==> config.mk <==
export PLATFORM = sky130hd
export DESIGN_NAME = clock_tick_gen
export DESIGN_NICKNAME = d
export VERILOG_FILES = /design/src/rtl/clock_tick_gen.sv
export SDC_FILE = /design/constraint.sdc
export NUM_CORES = 1
export LEC_CHECK = 0
export BUFFER_PORTS_ARGS = -buffer_cell sky130_fd_sc_hd__buf_4
export CAP_MARGIN = 5
export CORE_UTILIZATION = 55
export DETAILED_ROUTE_END_ITERATION = 8
export MAX_ROUTING_LAYER = met4
export PLACE_DENSITY = 0.83
export SYNTH_ARGS = -nofsm -noshare
export SYNTH_HDL_FRONTEND = slang
export SYNTH_SLANG_ARGS = --single-unit
export TNS_END_PERCENT = 10
==> constraint.sdc <==
create_clock -name clk -period 14.73 [get_ports clk]
set_input_delay 1.473 -clock clk [delete_from_list [all_inputs] [get_ports clk]]
set_output_delay 1.473 -clock clk [all_outputs]
set_load 0.02 [all_outputs]
==> src/rtl/clock_tick_gen.sv <==
// clock_tick_gen
// Multi-channel, runtime-programmable clock-enable generator for the stopwatch
// timing chain. Each channel divides clk by its own divisor and produces a
// one-cycle tick (to be used as an enable, never as a clock) and a near-50%
// square wave. Divisor writes land in a shadow register and are committed only
// at the channel's next wrap, or immediately by a global clear, so a period is
// never cut short or stretched mid-flight.

module clock_tick_gen #(
    parameter  int          N_CH        = 4,
    parameter  int          CNT_W       = 27,
    parameter  int unsigned DIV_DEFAULT = 10_000_000,
    localparam int          CH_W        = (N_CH > 1) ? $clog2(N_CH) : 1
) (
    input  logic             clk,
    input  logic             reset,
    input  logic             i_run,
    input  logic             i_clear,
    input  logic             i_wr_en,
    input  logic [CH_W-1:0]  i_wr_ch,
    input  logic [CNT_W-1:0] i_wr_div,
    output logic [N_CH-1:0]  o_tick,
    output logic [N_CH-1:0]  o_sq,
    output logic [N_CH-1:0]  o_pending
);

    localparam logic [CNT_W-1:0] DIV_RST = CNT_W'(DIV_DEFAULT);
    localparam logic [CNT_W-1:0] ONE     = CNT_W'(1);
    localparam logic [CH_W:0]    NCH_L   = (CH_W + 1)'(N_CH);

    // Length of the high phase for a given divisor: ceil(div/2).
    // Computed one bit wider so the +1 cannot overflow at the top of the range.
    function automatic logic [CNT_W-1:0] hi_len(input logic [CNT_W-1:0] d);
        logic [CNT_W:0] s;
        s = {1'b0, d} + {{CNT_W{1'b0}}, 1'b1};
        return s[CNT_W:1];
    endfunction

    // A write addressed to a channel that does not exist is dropped.
    logic wr_ok;
    assign wr_ok = i_wr_en && ({1'b0, i_wr_ch} < NCH_L);

    for (genvar g = 0; g < N_CH; g++) begin : g_ch
        logic [CNT_W-1:0] cnt;
        logic [CNT_W-1:0] div_act;
        logic [CNT_W-1:0] div_shd;
        logic             pend;
        logic             armed;
        logic             tick;
        logic             sq;

        logic             wr_hit;
        logic             enabled;
        logic             wrap;
        logic             commit;
        logic             armed_nxt;
        logic [CNT_W-1:0] cnt_nxt;
        logic [CNT_W-1:0] div_nxt;

        assign wr_hit    = wr_ok && (i_wr_ch == CH_W'(g));
        assign enabled   = (div_act != '0);
        assign wrap      = i_run && enabled && (cnt == div_act - ONE);
        // A write landing on the wrap edge is committed by that same wrap.
        assign commit    = wrap && (pend || wr_hit);
        assign div_nxt   = commit ? (wr_hit ? i_wr_div : div_shd) : div_act;
        assign cnt_nxt   = wrap ? '0 : cnt + ONE;
        // The square wave stays low until the first wrap after reset/clear,
        // so the first visible high phase is always a full-length one.
        assign armed_nxt = armed | wrap;

        // Per-channel counter, divisor shadowing and registered outputs.
        always_ff @(posedge clk) begin
            if (reset) begin
                cnt     <= '0;
                div_act <= DIV_RST;
                div_shd <= DIV_RST;
                pend    <= 1'b0;
                armed   <= 1'b0;
                tick    <= 1'b0;
                sq      <= 1'b0;
            end else if (i_clear) begin
                // Clear restarts every channel and commits any waiting divisor;
                // a write on this very edge is committed directly.
                cnt   <= '0;
                pend  <= 1'b0;
                armed <= 1'b0;
                tick  <= 1'b0;
                sq    <= 1'b0;
                if (wr_hit) begin
                    div_act <= i_wr_div;
                    div_shd <= i_wr_div;
                end else begin
                    div_act <= div_shd;
                end
            end else begin
                if (wr_hit) begin
                    div_shd <= i_wr_div;
                    pend    <= 1'b1;
                end
                if (!enabled) begin
                    // Divisor 0 parks the channel; only a clear can revive it.
                    cnt  <= '0;
                    tick <= 1'b0;
                    sq   <= 1'b0;
                end else if (!i_run) begin
                    // Paused: count and square wave hold, no enables issued.
                    tick <= 1'b0;
                end else begin
                    cnt   <= cnt_nxt;
                    tick  <= wrap;
                    armed <= armed_nxt;
                    sq    <= armed_nxt && (cnt_nxt < hi_len(div_nxt));
                    if (commit) begin
                        div_act <= div_nxt;
                        pend    <= 1'b0;
                    end
                end
            end
        end

        assign o_tick[g]    = tick;
        assign o_sq[g]      = sq;
        assign o_pending[g] = pend;
    end

endmodule
### Word-level counts from Yosys, hierarchy flattened

Cells that the tools add are included.

* $add $sub $neg: 12
* $lt $le $gt $ge: 4
* eq/ne operators: 7
* muxes and demuxes: 44
* bitwise operators: 9
* reduce and logical (&&, ||, !) cells: 55

Operator list (number)
* 27-bit two-way mux: 28
* 27-bit by 1-bit adder with 28-bit output (second input constant): 4
* 27-bit by 1-bit adder with 27-bit output (second input constant): 4
* 27-bit == test: 4
* 27-bit less-than comparator: 4
* 27-bit nonzero test: 4
* 27-bit by 1-bit subtractor with 27-bit output (second input constant): 4
* 1-bit logical AND: 20
* 2-bit nonzero test: 9
* 1-bit two-way mux: 16
* 4-bit OR reduction: 4
* 3-bit AND reduction: 4
* 3-bit OR reduction: 4
* 2-bit AND reduction: 4
* 1-bit NOT: 5
* 2-bit == test (second input constant): 2
* 1-bit logical OR: 4
* 1-bit bitwise OR: 4
* 2-bit by 1-bit == test with 1-bit output (second input constant): 1
* 2-bit zero test: 1
* 2-bit OR reduction: 1

* register bits after elaboration: 340
* logic and storage cells: 159

### Longest topological paths before layout

Gate-level depths: netlist (run 1).

* depth after elaboration: 9
* gate-level depth with buffers: 37
* depth with buffers taken out: 32

### Least setup slack after synthesis (run 1)

OpenSTA, ideal clock, no wires.

* kind: reg2reg
* from: reg g_ch[3].div_act[0]
* to: reg g_ch[3].sq
* arrival time: 6514 ps
* path slack: 8142 ps
* cell stages (with the launch flop): 34
* clock period less this slack: 6588 ps
* cells stage by stage: dfxtp_1 -> clkbuf_1 -> inv_1 -> ha_1 -> or4b_1 -> clkbuf_1 -> or3_1 -> a2111oi_2 -> o2bb2ai_1 -> nand4bb_4 -> nor4_4 -> clkbuf_1 -> clkbuf_1 -> nand2_1 -> o21ai_0 -> ha_1 -> nand2_1 -> nor2_1 -> nand3_1 -> mux2_2 -> or3_1 -> xor2_1 -> mux2i_1 -> ha_1 -> a21o_1 -> a21o_1 -> a21o_1 -> a21oi_1 -> nor2b_1 -> o21ai_0 -> o311ai_0 -> a41oi_1 -> o31ai_1 -> o21ai_0

* word-level cells in the longest chain between the ends: 8
* elaborated cells between the ends (all ways): 14

Ends and longest elaborated chain
* start, declared: line 45 `logic [CNT_W-1:0] div_act;`
* start signal, assigned: line 90 `div_act <= i_wr_div;`
* start signal, assigned: line 93 `div_act <= div_shd;`
* start signal, assigned: line 114 `div_act <= div_nxt;`
* 27-bit by 1-bit subtractor with 27-bit output / 27-bit nonzero test (equally long branches): line 62, 61
* 27-bit == test / 1-bit logical AND (equally long branches): line 62 `assign wrap = i_run && enabled && (cnt == div_act - ONE);`
* 1-bit logical AND: line 62
* 1-bit logical AND: line 64 `assign commit = wrap && (pend || wr_hit);`
* 27-bit two-way mux: line 65 `assign div_nxt = commit ? (wr_hit ? i_wr_div : div_shd) : div_act;`
* 27-bit by 1-bit adder with 28-bit output: line 35 `s = {1'b0, d} + {{CNT_W{1'b0}}, 1'b1};`
* 27-bit less-than comparator: line 112 `sq <= armed_nxt && (cnt_nxt < hi_len(div_nxt));`
* 1-bit logical AND: line 112
* end signal, assigned: line 112
* end, declared: line 50 `logic sq;`

Parallel ways exist; a longest one is shown, timed or not.
A chain may end at the register's enable or synchronous reset.

### Worst setup path after layout (run 1)

* from: in i_run
* to: reg g_ch[2].sq

* word-level cells in the longest chain between the ends: 7
* elaborated cells between the ends (all ways): 9

Ends and longest elaborated chain
* start, declared: line 17 `input logic i_run,`
* 1-bit logical AND (2 in a row): line 62
* 1-bit logical AND: line 64
* 27-bit two-way mux: line 65
* 27-bit by 1-bit adder with 28-bit output: line 35
* 27-bit less-than comparator: line 112
* 1-bit logical AND: line 112
* end signal, assigned: line 112
* end, declared: line 50

Parallel ways exist; a longest one is shown, timed or not.

==> impl_metrics.py, run 1 <==
metrics = {
    "layout": {
        "fin_cells": 3958,
        "final_nets": 3469,
        "final_cell_area_sq_um": 28300,
        "drive_above_1_share": 0.06701,
        "diodes": 0,
        "area_delta_synth_final_pct": 5.302,
        "fin_util": 0.5903,
    },
    "setup_path": {
        "startpoint": "i_run",
        "cp_data_required_time_ns": 15.24,
        "r2r_cells": 32,
        "cp_max_fo": 36,
        "r2r_start": "g_ch[2].div_act[0]$_SDFFE_PP0P_",
        "cp-endpoint": "g_ch[2].sq$_SDFFE_PP0P_",
        "r2r-end": "g_ch[2].sq$_SDFFE_PP0P_",
        "reg2reg_slack_ns": 7.54,
        "worst_ep_arrival_time_ns": 7.78,
        "path_common_cell": "a21o_1",
        "critPathKind": "in -> reg",
        "crit_path_top_delay_cell": "buf_4",
        "slowest_delay_ns": 0.45,
        "endpoint_kind": "register",
        "cp-start-kind": "input port",
    },
    "timing": {
        "min_period_ns": 7.264,
        "rsz0062_at_grt": "false",
        "drv_slew": 0,
        "setup_ws_ns": 7.466,
        "tightestPinTransition_ns": 1.146,
        "clock.fmax_mhz": 137.7,
        "finClkSkew_ns": 0.02947,
        "fin_tns_setup_ns": 0,
        "timing.final.crit_share": 0.4932,
        "final-setup-viol-count": 0,
        "hold_viol_final": 0,
        "slew_headroom": 0.2333,
    },
    "clock_tree": {
        "postCtsSetupBuffers": 0,
        "post_cts_resize_count": 0,
        "cts_max_level": 2,
        "cts.sinks": 340,
        "cts.clk_slew.worst_paths_ns": 0.06,
        "cts_max_path_buffers": 3,
        "hold_buffers": 0,
        "cts-buffers-inserted": 39,
        "cts_tree": "yes",
        "cts_root_buf": "clkbuf_16",
        "clk_latency_ns": 0.59,
    },
    "logic_synthesis": {
        "synth_cell_type_count": 93,
        "synth_edf_count": 0,
        "synthTopCellsByArea": "dfxtp_1 25%, mux2i_1 7.5%, xnor2_1 7.2%",
        "synth_compound_area_frac": 0.1337,
        "synth_top_area_cell": "dfxtp_1",
        "syn_avg_cell_area_sq_um": 7.695,
        "ys_ff_latch": 340,
        "synthXorXnorAreaFrac": 0.1245,
        "synthAdderAreaFrac": 0.05586,
        "synth_flop_cell": "dfxtp_1",
        "synthCells": 3493,
        "synth.most_common_cell": "nor2_1",
        "synthArstFlopShare": 0,
        "synthMuxAreaShare": 0.08617,
        "netlist_top_cells_count": "496 x nor2_1, 340 x dfxtp_1, 276 x nand2_1",
        "synth_top_family_by_area": "simple AND/OR/NAND/NOR gates",
        "synthSimpleGateAreaFrac": 0.2937,
        "synth_top_area_share": 0.2532,
        "synth_nets": 3647,
        "netlist_area_sq_um": 26880,
        "synth_warnings": 0,
        "ys_seq_area_frac": 0.2532,
    },
    "routing": {
        "postRouteAntennaNets": 0,
        "drt_first_pass_iters": 6,
        "drc": 0,
        "drt-total-wl_um": 73380,
        "drt_iter0_markers": 2197,
        "vias": 24432,
        "viasPerCell": 6.173,
        "wire_per_inst_um": 18.54,
    },
    "floorplanning": {
        "io_pins": 46,
        "die_h_um": 223.1,
        "die_x_um": 223.1,
        "core_area_sq_um": 47950,
        "fp-row-count": 80,
        "die_area_sq_um": 49760,
        "start_util": 0.5606,
    },
    "outcome": {
        "status": "finished, final reports clean",
    },
    "power_and_ir_drop": {
        "leakage_nw": 10.97,
        "power.density_nw_per_um2": 82.52,
        "ir_drop_v": 0.00009911,
    },
    "grt": {
        "grt.overflow.total": 0,
        "grt_usage": 0.2993,
        "grt_antenna_before_repair": 0,
        "grt_max_degree": 119,
        "grt_pass1_vias": 22817,
        "grt_pass1_wl_um": 118700,
    },
    "placement": {
        "hpwl_um": 53420,
        "dp.cells": 3889,
        "port_buffers": 45,
        "place_area_sq_um": 26920,
        "pre_cts_slack_ns": 7.019,
        "gp_congestion": 0.9913,
    },
    "hold_path": {
        "worstHoldPathType": "reg -> reg",
    },
    "flow_run": {
        "maxCapViolCount": 0,
    },
}
-- state kept, by name, indices dropped and copies added, names as in the netlist --
| name | cells |
|---|---|
| g_ch.sq | 4 |
| g_ch.armed | 4 |
| g_ch.pend | 4 |
| g_ch.tick | 4 |
| g_ch.cnt | 108 |
| g_ch.div_act | 108 |
| g_ch.div_shd | 108 |
-- metrics by stage --
step / total power [mW] / hold WS [ns]
after floorplan: 1.207 / 0.4240
after global placement: 1.283 / 0.4455
after detailed placement: 1.288 / 0.4486
after CTS: 2.342 / 0.4644
after global routing: 2.416 / 0.5028
final: 2.336 / 0.4717
-- how the worst min path moves through the flow --
stage                                     from                         end  cells past startpoint
floorplan           g_ch[3].armed$_SDFFE_PP0P_  g_ch[3].armed$_SDFFE_PP0P_                      2
CTS                 g_ch[3].armed$_SDFFE_PP0P_  g_ch[3].armed$_SDFFE_PP0P_                      2
global route        g_ch[2].armed$_SDFFE_PP0P_  g_ch[2].armed$_SDFFE_PP0P_                      2
finish              g_ch[3].armed$_SDFFE_PP0P_  g_ch[3].armed$_SDFFE_PP0P_                      2
detailed placement  g_ch[3].armed$_SDFFE_PP0P_  g_ch[3].armed$_SDFFE_PP0P_                      2
global placement    g_ch[3].armed$_SDFFE_PP0P_  g_ch[3].armed$_SDFFE_PP0P_                      2
-- critical path, delay by kind of cell --
family	cells	cell delay, ns
buf+inv	4	1.28
simple gates	12	2.26
mux	1	0.38
xor+xnor	1	0.13
fa+ha+maj	2	0.47
compound gates	12	1.72
-- power by group --
group | internal (mW) | leakage, nW | switching, mW | total (mW)
Combinational | 0.108 | 7.53 | 0.175 | 0.283
Sequential | 0.946 | 2.77 | 0.0481 | 0.994
Clock | 0.634 | 0.671 | 0.424 | 1.06
-- final cells by class --
type	count	area (sq um)
fill	4248	19640
multi-input combinational	2829	18690
sequential	340	6807
clock buffer	48	1091
tap	615	769.5
timing repair buffer	69	521.8
clock inverter	21	291.5
inverter	36	135.1
-- cell usage in the layout (no fill, tap or decap), types with 9 or more instances in the layout --
master,n
or3_1,36
o311ai_0,9
a21oi_1,140
o21ai_0,160
mux2i_1,202
dfxtp_1,340
a31oi_1,14
nor4_1,55
or2_2,19
a21o_1,42
and2_1,14
nor2b_1,45
ha_1,120
clkbuf_16,40
nor2_1,495
nand3b_1,50
inv_1,36
buf_4,68
or4_1,28
nand2b_1,83
xnor2_1,220
xor2_1,162
nand3_1,121
nand2_1,276
and3_1,67
mux2_2,12
nand4_1,80
a211oi_1,89
nor3b_1,13
o31ai_1,16
nor3_1,72
and4_1,16
-- cells by family after synthesis --
logic type               Yosys count
buffers and inverters            324
AO/OA/AOI/OAI                    568
flip-flops                       340
XOR/XNOR                         382
adder cells (fa/ha/maj)          120
AND/OR/NAND/NOR                 1535
multiplexers                     224
-- routing by layer --
metal / global-route usage / routed length, um
met5: - / 0
met4: 0.09366 / 2144
met3: 0.05584 / 5476
met2: 0.4835 / 34220
met1: 0.3768 / 31540
No activity file was read; power rests on OpenSTA's default activity.
==> inputs of run 2 (changes only) <==
==> constraint.sdc (replaced) <==
create_clock -name clk -period 7.1 [get_ports clk]
set_input_delay 0.71 -clock clk [delete_from_list [all_inputs] [get_ports clk]]
set_output_delay 0.71 -clock clk [all_outputs]
set_load 0.02 [all_outputs]
==> run 2 against run 1 <==
Net effect:
- power rose by 99%
- sequential power rose by 110%
- hold slack got worse by 0.014 ns
- sequential share of layout area fell by 0.061 points
- clock power rose by 88%
- cell area rose by 0.25%
- flip-flop and latch count did not move
- combinational power rose by 120%
- critical endpoint is now g_ch[3].sq$_SDFFE_PP0P_
- highest routed layer unchanged
==> impl_metrics.py, run 2 (same netlist as run 1, synthesis figures left out) <==
metrics = {
    "clock_tree": {
        "postCtsSetupBuffers": 0,
        "cts_max_level": 2,
        "cts_tree": "yes",
        "cts.clk_slew.worst_paths_ns": 0.06,
        "clk_latency_ns": 0.59,
        "cts-buffers-inserted": 38,
        "cts_max_path_buffers": 3,
        "cts_root_buf": "clkbuf_16",
        "cts.sinks": 340,
    },
    "power_and_ir_drop": {
        "p_total_mw": 4.651,
        "switching_share": 0.2878,
        "power.density_nw_per_um2": 163.9,
        "p_comb_frac": 0.131,
        "ir_drop_v": 0.0002186,
        "seqPwrFrac": 0.442,
        "power.switching_mw": 1.339,
        "p_int_mw": 3.312,
        "leakage_nw": 11.01,
        "clock_power_share": 0.427,
    },
    "hold_path": {
        "hold_depth": 2,
        "worstHoldPathType": "reg -> reg",
        "worst_hold_startpoint": "g_ch[1].armed$_SDFFE_PP0P_",
    },
    "placement": {
        "gp_congestion": 0.9816,
        "port_buffers": 45,
        "dp.cells": 3912,
        "pre_cts_slack_ns": 0.3488,
        "hpwl_um": 55520,
        "place_area_sq_um": 27090,
    },
    "setup_path": {
        "slowest_delay_ns": 0.55,
        "cp_max_fo": 15,
        "cp_num_buf_inv": 2,
        "worst_ep_arrival_time_ns": 7.19,
        "cp-start-kind": "register",
        "cp.depth": 30,
        "crit_family": "simple AND/OR/NAND/NOR gates",
        "r2r_start": "g_ch[3].div_act[0]$_SDFFE_PP0P_",
        "critPathKind": "reg -> reg",
        "crit_path_top_delay_cell": "or4b_4",
        "cp_data_required_time_ns": 7.62,
        "r2r_cells": 30,
        "startpoint": "g_ch[3].div_act[0]$_SDFFE_PP0P_",
        "endpoint_kind": "register",
        "reg2reg_slack_ns": 0.43,
    },
    "layout": {
        "final_nets": 3491,
        "final_cell_mix": "495 x nor2_1, 340 x dfxtp_1, 276 x nand2_1",
        "final_cell_area_sq_um": 28370,
        "fillerInstances": 4258,
        "final_common_cell": "nor2_1",
        "area_delta_synth_final_pct": 5.568,
        "drive_above_1_share": 0.07459,
        "fin_util": 0.5918,
        "fin_cells": 3982,
        "reg_top3": "g_ch.cnt: 108 flops, g_ch.div_act: 108 flops, g_ch.div_shd: 108 flops",
    },
    "timing": {
        "clock.fmax_mhz": 149.9,
        "final-setup-viol-count": 0,
        "finClkSkew_ns": 0.02956,
        "drv_slew": 0,
        "whs_ns": 0.4572,
        "fin_tns_setup_ns": 0,
        "setup_ws_ns": 0.4277,
        "tightestPinTransition_ns": 1.185,
        "timing.final.crit_share": 0.9398,
        "rsz0062_at_grt": "false",
        "min_period_ns": 6.672,
        "slew_headroom": 0.2074,
        "hold_viol_final": 0,
    },
    "floorplanning": {
        "fp-row-count": 80,
        "die_x_um": 223.1,
        "start_util": 0.5606,
        "core_area_sq_um": 47950,
        "die_area_sq_um": 49760,
        "io_pins": 46,
        "die_h_um": 223.1,
    },
    "routing": {
        "vias": 24616,
        "drc": 0,
        "postRouteAntennaNets": 0,
        "drt_iter0_markers": 1971,
        "drt-total-wl_um": 75410,
        "viasPerCell": 6.182,
        "wire_per_inst_um": 18.94,
        "drt_first_pass_iters": 5,
    },
    "grt": {
        "grt_pass1_wl_um": 120900,
        "grt_pass1_vias": 23017,
        "grt_max_degree": 91,
        "grt_antenna_before_repair": 2,
        "grt_usage": 0.3055,
        "grt.overflow.total": 0,
    },
    "outcome": {
        "status": "finished, final reports clean",
    },
    "flow_run": {
        "maxCapViolCount": 0,
    },
}
==> run 2: final timing paths <==
kind                                              endpoint
worst max-delay path               g_ch[3].sq$_SDFFE_PP0P_
worst min-delay path            g_ch[1].armed$_SDFFE_PP0P_
worst max register to register     g_ch[3].sq$_SDFFE_PP0P_
worst min register to register  g_ch[1].armed$_SDFFE_PP0P_
==> run 2: power by group through the flow <==
stage	sequential, mW	combinational (mW)	clock [mW]
2_1_floorplan	2.03	0.478	0
3_3_place_gp	2.09	0.582	0
3_5_place_dp	2.09	0.591	0
4_1_cts	2.05	0.596	2.01
5_1_grt	2.06	0.661	2.09
6_report	2.05	0.610	1.99
==> run 2: area by class of cell <==
cell class	instances	area (sq um)	area share
diodes	2	5.005	0.0001764
clock buffers	52	1084	0.03819
clock inverters	16	152.6	0.005380
inverters	36	135.1	0.004763
multi-input cells	2829	18730	0.6600
flip-flops and latches	340	6807	0.2399
well taps	615	769.5	0.02712
repair buffers	92	694.4	0.02447
==> run 2: what timing repair did <==
action | in CTS | in global routing
setup endpoints to repair | 0 | 4
resized for setup | 0 | 9
hold buffers | 0 | 0
==> run 2: per-layer routing <==
layer | track usage | up-vias | wire, um
met5 | - | - | 0
met4 | 0.1241 | 0 | 2932
li1 | - | 11956 | -
met1 | 0.3888 | 11559 | 31960
met3 | 0.04293 | 176 | 6021
met2 | 0.4863 | 925 | 34490
==> run 2: worst min-delay path: cells and delay by family, from the launching register on <==
| family | cells | cell delay [ns] |
|---|---|---|
| flops | 1 | 0.31 |
| simple gates | 2 | 0.12 |
